**src/rtl/irrigation_pkg.sv**
```systemverilog
// Shared types and constants for the irrigation sequencer: FSM state encoding and fault codes.
package irrigation_pkg;

    typedef enum logic [2:0] {
        StIdle     = 3'd0,
        StSettle   = 3'd1,
        StIrrigate = 3'd2,
        StPause    = 3'd3,
        StFault    = 3'd4
    } state_e;

    localparam logic [1:0] FaultNone        = 2'b00;
    localparam logic [1:0] FaultConflict    = 2'b01;
    localparam logic [1:0] FaultFillTimeout = 2'b10;

    localparam int unsigned DefaultTimeWidth = 9;

endpackage

```
**src/rtl/irrigation_sequencer_tick_countdown.sv**
```systemverilog
// Loadable down-counter that steps once per tick enable, saturates at zero and flags zero.
module tick_countdown #(
    parameter int unsigned WIDTH = 9
) (
    input  logic             i_clock,
    input  logic             i_reset_n,
    input  logic             i_load,
    input  logic [WIDTH-1:0] i_load_value,
    input  logic             i_tick,
    output logic [WIDTH-1:0] o_count,
    output logic             o_zero
);

    logic [WIDTH-1:0] r_count;

    always_ff @(posedge i_clock or negedge i_reset_n) begin
        if (!i_reset_n) begin
            r_count <= '0;
        end else if (i_load) begin
            r_count <= i_load_value;
        end else if (i_tick && (r_count != '0)) begin
            r_count <= r_count - 1'b1;
        end
    end

    assign o_count = r_count;
    assign o_zero  = (r_count == '0);

endmodule

```
**src/rtl/irrigation_sequencer.sv**
```systemverilog
// Irrigation controller: pump/dripper sequencing with a dead-time settle phase, low-water pause,
// refill valve with hysteresis and fill timeout, and latched faults.
module irrigation_sequencer
    import irrigation_pkg::*;
#(
    parameter int unsigned TIME_WIDTH     = DefaultTimeWidth,
    parameter int unsigned SPRINKLER_TIME = 300,
    parameter int unsigned DRIPPER_TIME   = 420,
    parameter int unsigned SETTLE_TICKS   = 2,
    parameter int unsigned FILL_TIMEOUT   = 120
) (
    input  logic                  i_clock,
    input  logic                  i_reset_n,
    input  logic                  i_tick,
    input  logic                  i_low_water_level,
    input  logic                  i_mid_water_level,
    input  logic                  i_high_water_level,
    input  logic                  i_earth_humidity,
    input  logic                  i_splinker_request,
    input  logic                  i_auto_enable,
    input  logic                  i_stop_pulse,
    input  logic                  i_fault_clear,
    output logic                  o_water_supply_valvule,
    output logic                  o_splinker_bomb,
    output logic                  o_dripper_valvule,
    output logic                  o_alarm,
    output logic [TIME_WIDTH-1:0] o_remaining_seconds,
    output logic [2:0]            o_state_code,
    output logic [1:0]            o_fault_code
);

    localparam logic [TIME_WIDTH-1:0] SprinklerTicks = TIME_WIDTH'(SPRINKLER_TIME);
    localparam logic [TIME_WIDTH-1:0] DripperTicks   = TIME_WIDTH'(DRIPPER_TIME);
    localparam logic [TIME_WIDTH-1:0] SettleTicks    = TIME_WIDTH'(SETTLE_TICKS);
    localparam logic [TIME_WIDTH-1:0] FillTicks      = TIME_WIDTH'(FILL_TIMEOUT);
    localparam logic [TIME_WIDTH-1:0] OneTick        = TIME_WIDTH'(1);

    state_e                r_state, w_state_next;
    logic                  r_mode, w_mode_next;
    logic [1:0]            r_fault_code, w_fault_next;
    logic                  r_valve, w_valve_next;
    logic                  r_pump, w_pump_next;
    logic                  r_drip, w_drip_next;
    logic                  r_alarm, w_alarm_next;

    logic                  w_irr_load, w_irr_dec, w_irr_zero;
    logic [TIME_WIDTH-1:0] w_irr_load_val, w_irr_count;
    logic                  w_settle_load, w_settle_dec, w_settle_zero;
    logic [TIME_WIDTH-1:0] w_settle_count;
    logic                  w_fill_load, w_fill_dec, w_fill_zero;
    logic [TIME_WIDTH-1:0] w_fill_count;

    logic w_conflict, w_fill_expired, w_settle_done, w_irr_expired, w_mode_change;

    assign w_conflict = (i_mid_water_level & ~i_low_water_level)
                      | (i_high_water_level & ~i_mid_water_level);
    assign w_fill_expired = r_valve & (w_fill_zero | (i_tick & (w_fill_count == OneTick)));
    assign w_settle_done  = w_settle_zero | (i_tick & (w_settle_count == OneTick));
    assign w_irr_expired  = i_tick & (w_irr_zero | (w_irr_count == OneTick));
    assign w_mode_change  = (i_splinker_request != r_mode);

    always_ff @(posedge i_clock or negedge i_reset_n) begin
        if (!i_reset_n) begin
            r_state      <= StIdle;
            r_mode       <= 1'b0;
            r_fault_code <= FaultNone;
            r_valve      <= 1'b0;
            r_pump       <= 1'b0;
            r_drip       <= 1'b0;
            r_alarm      <= 1'b0;
        end else begin
            r_state      <= w_state_next;
            r_mode       <= w_mode_next;
            r_fault_code <= w_fault_next;
            r_valve      <= w_valve_next;
            r_pump       <= w_pump_next;
            r_drip       <= w_drip_next;
            r_alarm      <= w_alarm_next;
        end
    end

    // Faults pre-empt every state; only the first cause is recorded.
    always_comb begin
        w_state_next = r_state;
        w_fault_next = r_fault_code;
        if (w_conflict) begin
            w_state_next = StFault;
            if (r_state != StFault) w_fault_next = FaultConflict;
        end else if (w_fill_expired) begin
            w_state_next = StFault;
            if (r_state != StFault) w_fault_next = FaultFillTimeout;
        end else begin
            unique case (r_state)
                StIdle: begin
                    if (i_auto_enable && !i_earth_humidity && i_low_water_level) begin
                        w_state_next = StSettle;
                    end
                end
                StSettle: begin
                    if (i_stop_pulse || i_earth_humidity) w_state_next = StIdle;
                    else if (!i_low_water_level)          w_state_next = StPause;
                    else if (w_settle_done)               w_state_next = StIrrigate;
                end
                StIrrigate: begin
                    if (i_stop_pulse || i_earth_humidity) w_state_next = StIdle;
                    else if (!i_low_water_level)          w_state_next = StPause;
                    else if (w_mode_change)               w_state_next = StSettle;
                    else if (w_irr_expired)               w_state_next = StIdle;
                end
                StPause: begin
                    if (i_stop_pulse || i_earth_humidity) w_state_next = StIdle;
                    else if (i_mid_water_level)           w_state_next = StSettle;
                end
                StFault: begin
                    if (i_fault_clear) begin
                        w_state_next = StIdle;
                        w_fault_next = FaultNone;
                    end
                end
                default: w_state_next = StIdle;
            endcase
        end
    end

    always_comb begin
        w_mode_next    = r_mode;
        w_irr_load     = 1'b0;
        w_irr_load_val = '0;
        // A fresh start or a mode change relatches the mode; resuming from PAUSE keeps both.
        if ((r_state == StIdle || r_state == StIrrigate) && w_state_next == StSettle) begin
            w_mode_next    = i_splinker_request;
            w_irr_load     = 1'b1;
            w_irr_load_val = i_splinker_request ? SprinklerTicks : DripperTicks;
        end else if (w_state_next == StIdle || w_state_next == StFault) begin
            w_irr_load = 1'b1;
        end
        w_irr_dec     = i_tick & (r_state == StIrrigate) & (w_state_next == StIrrigate);
        w_settle_load = (w_state_next == StSettle) & (r_state != StSettle);
        w_settle_dec  = i_tick & (r_state == StSettle);

        w_valve_next = r_valve;
        if (w_state_next == StFault)  w_valve_next = 1'b0;
        else if (i_high_water_level)  w_valve_next = 1'b0;
        else if (!i_mid_water_level)  w_valve_next = 1'b1;
        w_fill_load = w_valve_next & ~r_valve;
        w_fill_dec  = i_tick & r_valve;

        w_pump_next  = (w_state_next == StIrrigate) &  w_mode_next;
        w_drip_next  = (w_state_next == StIrrigate) & ~w_mode_next;
        w_alarm_next = (w_state_next == StFault);
    end

    tick_countdown #(.WIDTH(TIME_WIDTH)) u_irr_timer (
        .i_clock      (i_clock),
        .i_reset_n    (i_reset_n),
        .i_load       (w_irr_load),
        .i_load_value (w_irr_load_val),
        .i_tick       (w_irr_dec),
        .o_count      (w_irr_count),
        .o_zero       (w_irr_zero)
    );

    tick_countdown #(.WIDTH(TIME_WIDTH)) u_settle_timer (
        .i_clock      (i_clock),
        .i_reset_n    (i_reset_n),
        .i_load       (w_settle_load),
        .i_load_value (SettleTicks),
        .i_tick       (w_settle_dec),
        .o_count      (w_settle_count),
        .o_zero       (w_settle_zero)
    );

    tick_countdown #(.WIDTH(TIME_WIDTH)) u_fill_timer (
        .i_clock      (i_clock),
        .i_reset_n    (i_reset_n),
        .i_load       (w_fill_load),
        .i_load_value (FillTicks),
        .i_tick       (w_fill_dec),
        .o_count      (w_fill_count),
        .o_zero       (w_fill_zero)
    );

    assign o_water_supply_valvule = r_valve;
    assign o_splinker_bomb        = r_pump;
    assign o_dripper_valvule      = r_drip;
    assign o_alarm                = r_alarm;
    assign o_remaining_seconds    = w_irr_count;
    assign o_state_code           = r_state;
    assign o_fault_code           = r_fault_code;

endmodule

```
**config.mk**
```make
export PLATFORM = sky130hd
export DESIGN_NAME = irrigation_sequencer
export DESIGN_NICKNAME = d
export VERILOG_FILES = /design/src/rtl/irrigation_pkg.sv /design/src/rtl/irrigation_sequencer_tick_countdown.sv /design/src/rtl/irrigation_sequencer.sv
export SDC_FILE = /design/constraint.sdc
export NUM_CORES = 1
export LEC_CHECK = 0
export BUFFER_PORTS_ARGS = -buffer_cell sky130_fd_sc_hd__buf_2
export CELL_PAD_IN_SITES_DETAIL_PLACEMENT = 0
export CELL_PAD_IN_SITES_GLOBAL_PLACEMENT = 1
export CORE_MARGIN = 2
export CORE_UTILIZATION = 48
export DETAILED_ROUTE_END_ITERATION = 8
export GPL_ROUTABILITY_DRIVEN = 0
export PLACE_DENSITY = 0.87
export SYNTH_ARGS = -nofsm -noshare
export SYNTH_HDL_FRONTEND = slang
export SYNTH_SLANG_ARGS = --single-unit
export TNS_END_PERCENT = 20
```
**constraint.sdc**
```tcl
create_clock -name i_clock -period 6.78 [get_ports i_clock]
set_input_delay 0.678 -clock i_clock [delete_from_list [all_inputs] [get_ports i_clock]]
set_output_delay 0.678 -clock i_clock [all_outputs]
set_load 0.02 [all_outputs]
```
==> results.cfg <==
[status]
status = finished clean

[final_layout]
nNetsFinal = 281
n_antenna_cell = 0
final_area_um2 = 2470
layout-drive-gt1-share = 0.176
final_common_cell = dfrtp_1
mostFrequentLayoutCells = dfrtp_1 (37), nor2_1 (28), buf_2 (28), nand2_1 (16)
area_growth_pct = 10.7
n_fill_cell = 410

[critical_path]
critPathSlowestCell = nor4b_4
cp-end-kind = flip-flop
worstPathArrival_ns = 2.60
critPathMaxFanout = 10
slowest_delay_ns = 0.51
critical_path_class = reg2reg
crit_chain = nor4_4 > o2111a_1 > o211a_1 > or2_1 > inv_4 > nor4b_4 > nor2_1
critPathLaunchType = flip-flop
ff2ff_setup_slack_ns = 4.32
cp_data_required_time_ns = 6.92

[timing]
setup_viol = 0
final.min_clock_period_ns = 2.46
fmax_mhz = 406
finalCritPeriodShare = 0.364
worstMarginPinSlew_ns = 0.809
fin_setup_tns_ns = 0
rsz0062_at_grt = false
hold_viol_final = 0
slew_headroom = 0.455
skew_ns = 0.0102
slew_viol_final = 0

[routing]
wl_per_cell_um = 15.2
drt-total-wl_mm = 4.77
first_pass_iters = 4
ant_nets = 0
vias = 1832
vias_per_cell = 5.85
drc_errors = 0
first_iter_violations = 103

[die]
fp.dieH_um = 72.1
start_util = 0.505
dieArea_um2 = 5200
rows = 24
die_x_um = 72.1
core_um2 = 4410
io_pins = 29

[pwr]
p_switching_w = 0.000147
sw_frac_of_total = 0.298
power.density_nw_per_um2 = 201
ir_drop_mv = 0.149
clock_power_share = 0.279
pwr-share-seq = 0.540
internal-power_w = 0.000348
pwr-share-comb = 0.180
p_leak_nw = 1.10

[synth]
synthDominantCellAreaShare = 0.415
syn_nets = 252
yosys-top-cells-area = dfrtp_1 (42%), nor2_1 (4.7%), ha_1 (4.5%)
yosys_register_bits = 37
ys_seq_area_frac = 0.415
synthArstFlopShare = 1.00
syn_avg_cell_area_um2 = 9.56
netlist_instances = 233
synth_edf_count = 0
yosysTopAreaCell = dfrtp_1
yosysWarnings = 0
syn_area_um2 = 2230
ys_types = 51
ys_dominant_reg_cell = dfrtp_1

[clocking]
cts_setup_buffers = 0
hold_buffers = 0
h-tree-depth = 2
cts_tree = yes
insertion_delay_ns = 0.28
cts_sinks = 37
cts.clk_slew.worst_paths_ns = 0.08
numCtsBuffers = 5
clock_path_buffers = 2
ctsResizeCount = 0
cts-root-buf = clkbuf_8

[global_routing]
antenna_found_initial = 0
grt_pass1_vias = 1754
grt_usage = 0.205
gr-total-overflow = 0
grt_max_degree = 38
grt_pass1_wl_mm = 8.34

[run]
drv_cap = 0

[placed_design]
place_area_um2 = 2390
port_buffers = 28
hpwl_mm = 3.52

[hold_path]
worst_hold_path_type = in2async
cells in the mapped netlist (7+ instances only):
cell type,n
o21ai_0,8
nand3_1,8
nand2_1,16
nand4_1,10
xor2_1,7
ha_1,8
inv_1,12
a21oi_1,8
nor3_1,12
nor2_1,28
xnor2_1,10
dfrtp_1,37
power groups by stage:
stage | registers, W | clock network, W | logic [W]
after floorplan | 0.000269 | 0 | 0.0000627
after global placement | 0.000270 | 0 | 0.0000894
after detailed placement | 0.000272 | 0 | 0.0000889
after CTS | 0.000268 | 0.000144 | 0.0000899
after global routing | 0.000270 | 0.000152 | 0.000102
final | 0.000268 | 0.000138 | 0.0000894
worst max-delay path: cells and delay by family, from the launching register on:
family / cells / cell delay [ns]
AO/OA/AOI/OAI: 2 / 0.45
flip-flops: 1 / 0.50
AND/OR/NAND/NOR: 4 / 1.25
buffers and inverters: 1 / 0.11
logic make-up (layout without fill, tap and decap cells):
kind of cell,after synthesis,count (layout),share of synthesized area
compound gates,38,38,0.112
simple gates,112,112,0.310
mux,2,2,0.00955
flops,37,37,0.415
fa+ha+maj,8,8,0.0449
buf+inv,19,47,0.0415
xor+xnor,17,17,0.0668
metal layers:
metal | track usage | up-vias | routed length [um] | part of all wire
met5 | 0 | - | 0 | 0
met4 | 0.0587 | 0 | 53 | 0.011
met3 | 0.0389 | 5 | 187 | 0.039
met2 | 0.310 | 38 | 2230 | 0.47
met1 | 0.298 | 885 | 2300 | 0.48
li1 | - | 904 | - | -
state kept, by name, summed over array words and instances (netlist names):
signal,cells
o_alarm,1
o_dripper_valvule,1
o_fault_code,2
o_splinker_bomb,1
o_state_code,3
o_water_supply_valvule,1
r_mode,1
u_fill_timer.o_count,9
u_irr_timer.o_count,9
u_settle_timer.o_count,9
layout make-up:
type / instances / area (um^2) / share of cell area
multi-input combinational: 177 / 1210 / 0.491
sequential: 37 / 926 / 0.375
inverter: 13 / 51.3 / 0.0208
clock inverter: 1 / 5.00 / 0.00203
tap: 52 / 65.1 / 0.0264
timing repair buffer: 28 / 140 / 0.0568
clock buffer: 5 / 68.8 / 0.0279
path summary, 6_finish.rpt:
check                                       startpoint                         to  depth (start not counted)
worst min-delay path                         i_reset_n            o_splinker_bomb                          1
worst max-delay path            u_irr_timer.o_count[2]  u_settle_timer.o_count[0]                          7
worst max register to register  u_irr_timer.o_count[2]  u_settle_timer.o_count[0]                          7
min in group i_clock                   o_fault_code[0]            o_fault_code[0]                          1
max in group asynchronous                    i_reset_n     o_water_supply_valvule                          1
worst min register to register         o_fault_code[0]            o_fault_code[0]                          1
per-stage QoR:
stage | power (W) | worst slack (ns) | utilization | hold slack [ns] | instances
floorplan | 0.000332 | 4.47 | - | 0.382 | 233
global placement | 0.000360 | 4.19 | 0.542 | 0.472 | 307
detailed placement | 0.000361 | 4.17 | 0.542 | 0.479 | 307
CTS | 0.000501 | 4.31 | 0.559 | 0.490 | 313
global route | 0.000524 | 4.11 | 0.559 | 0.509 | 313
finish | 0.000495 | 4.32 | 0.559 | 0.479 | 313
Power figures use the tool's default switching activity.
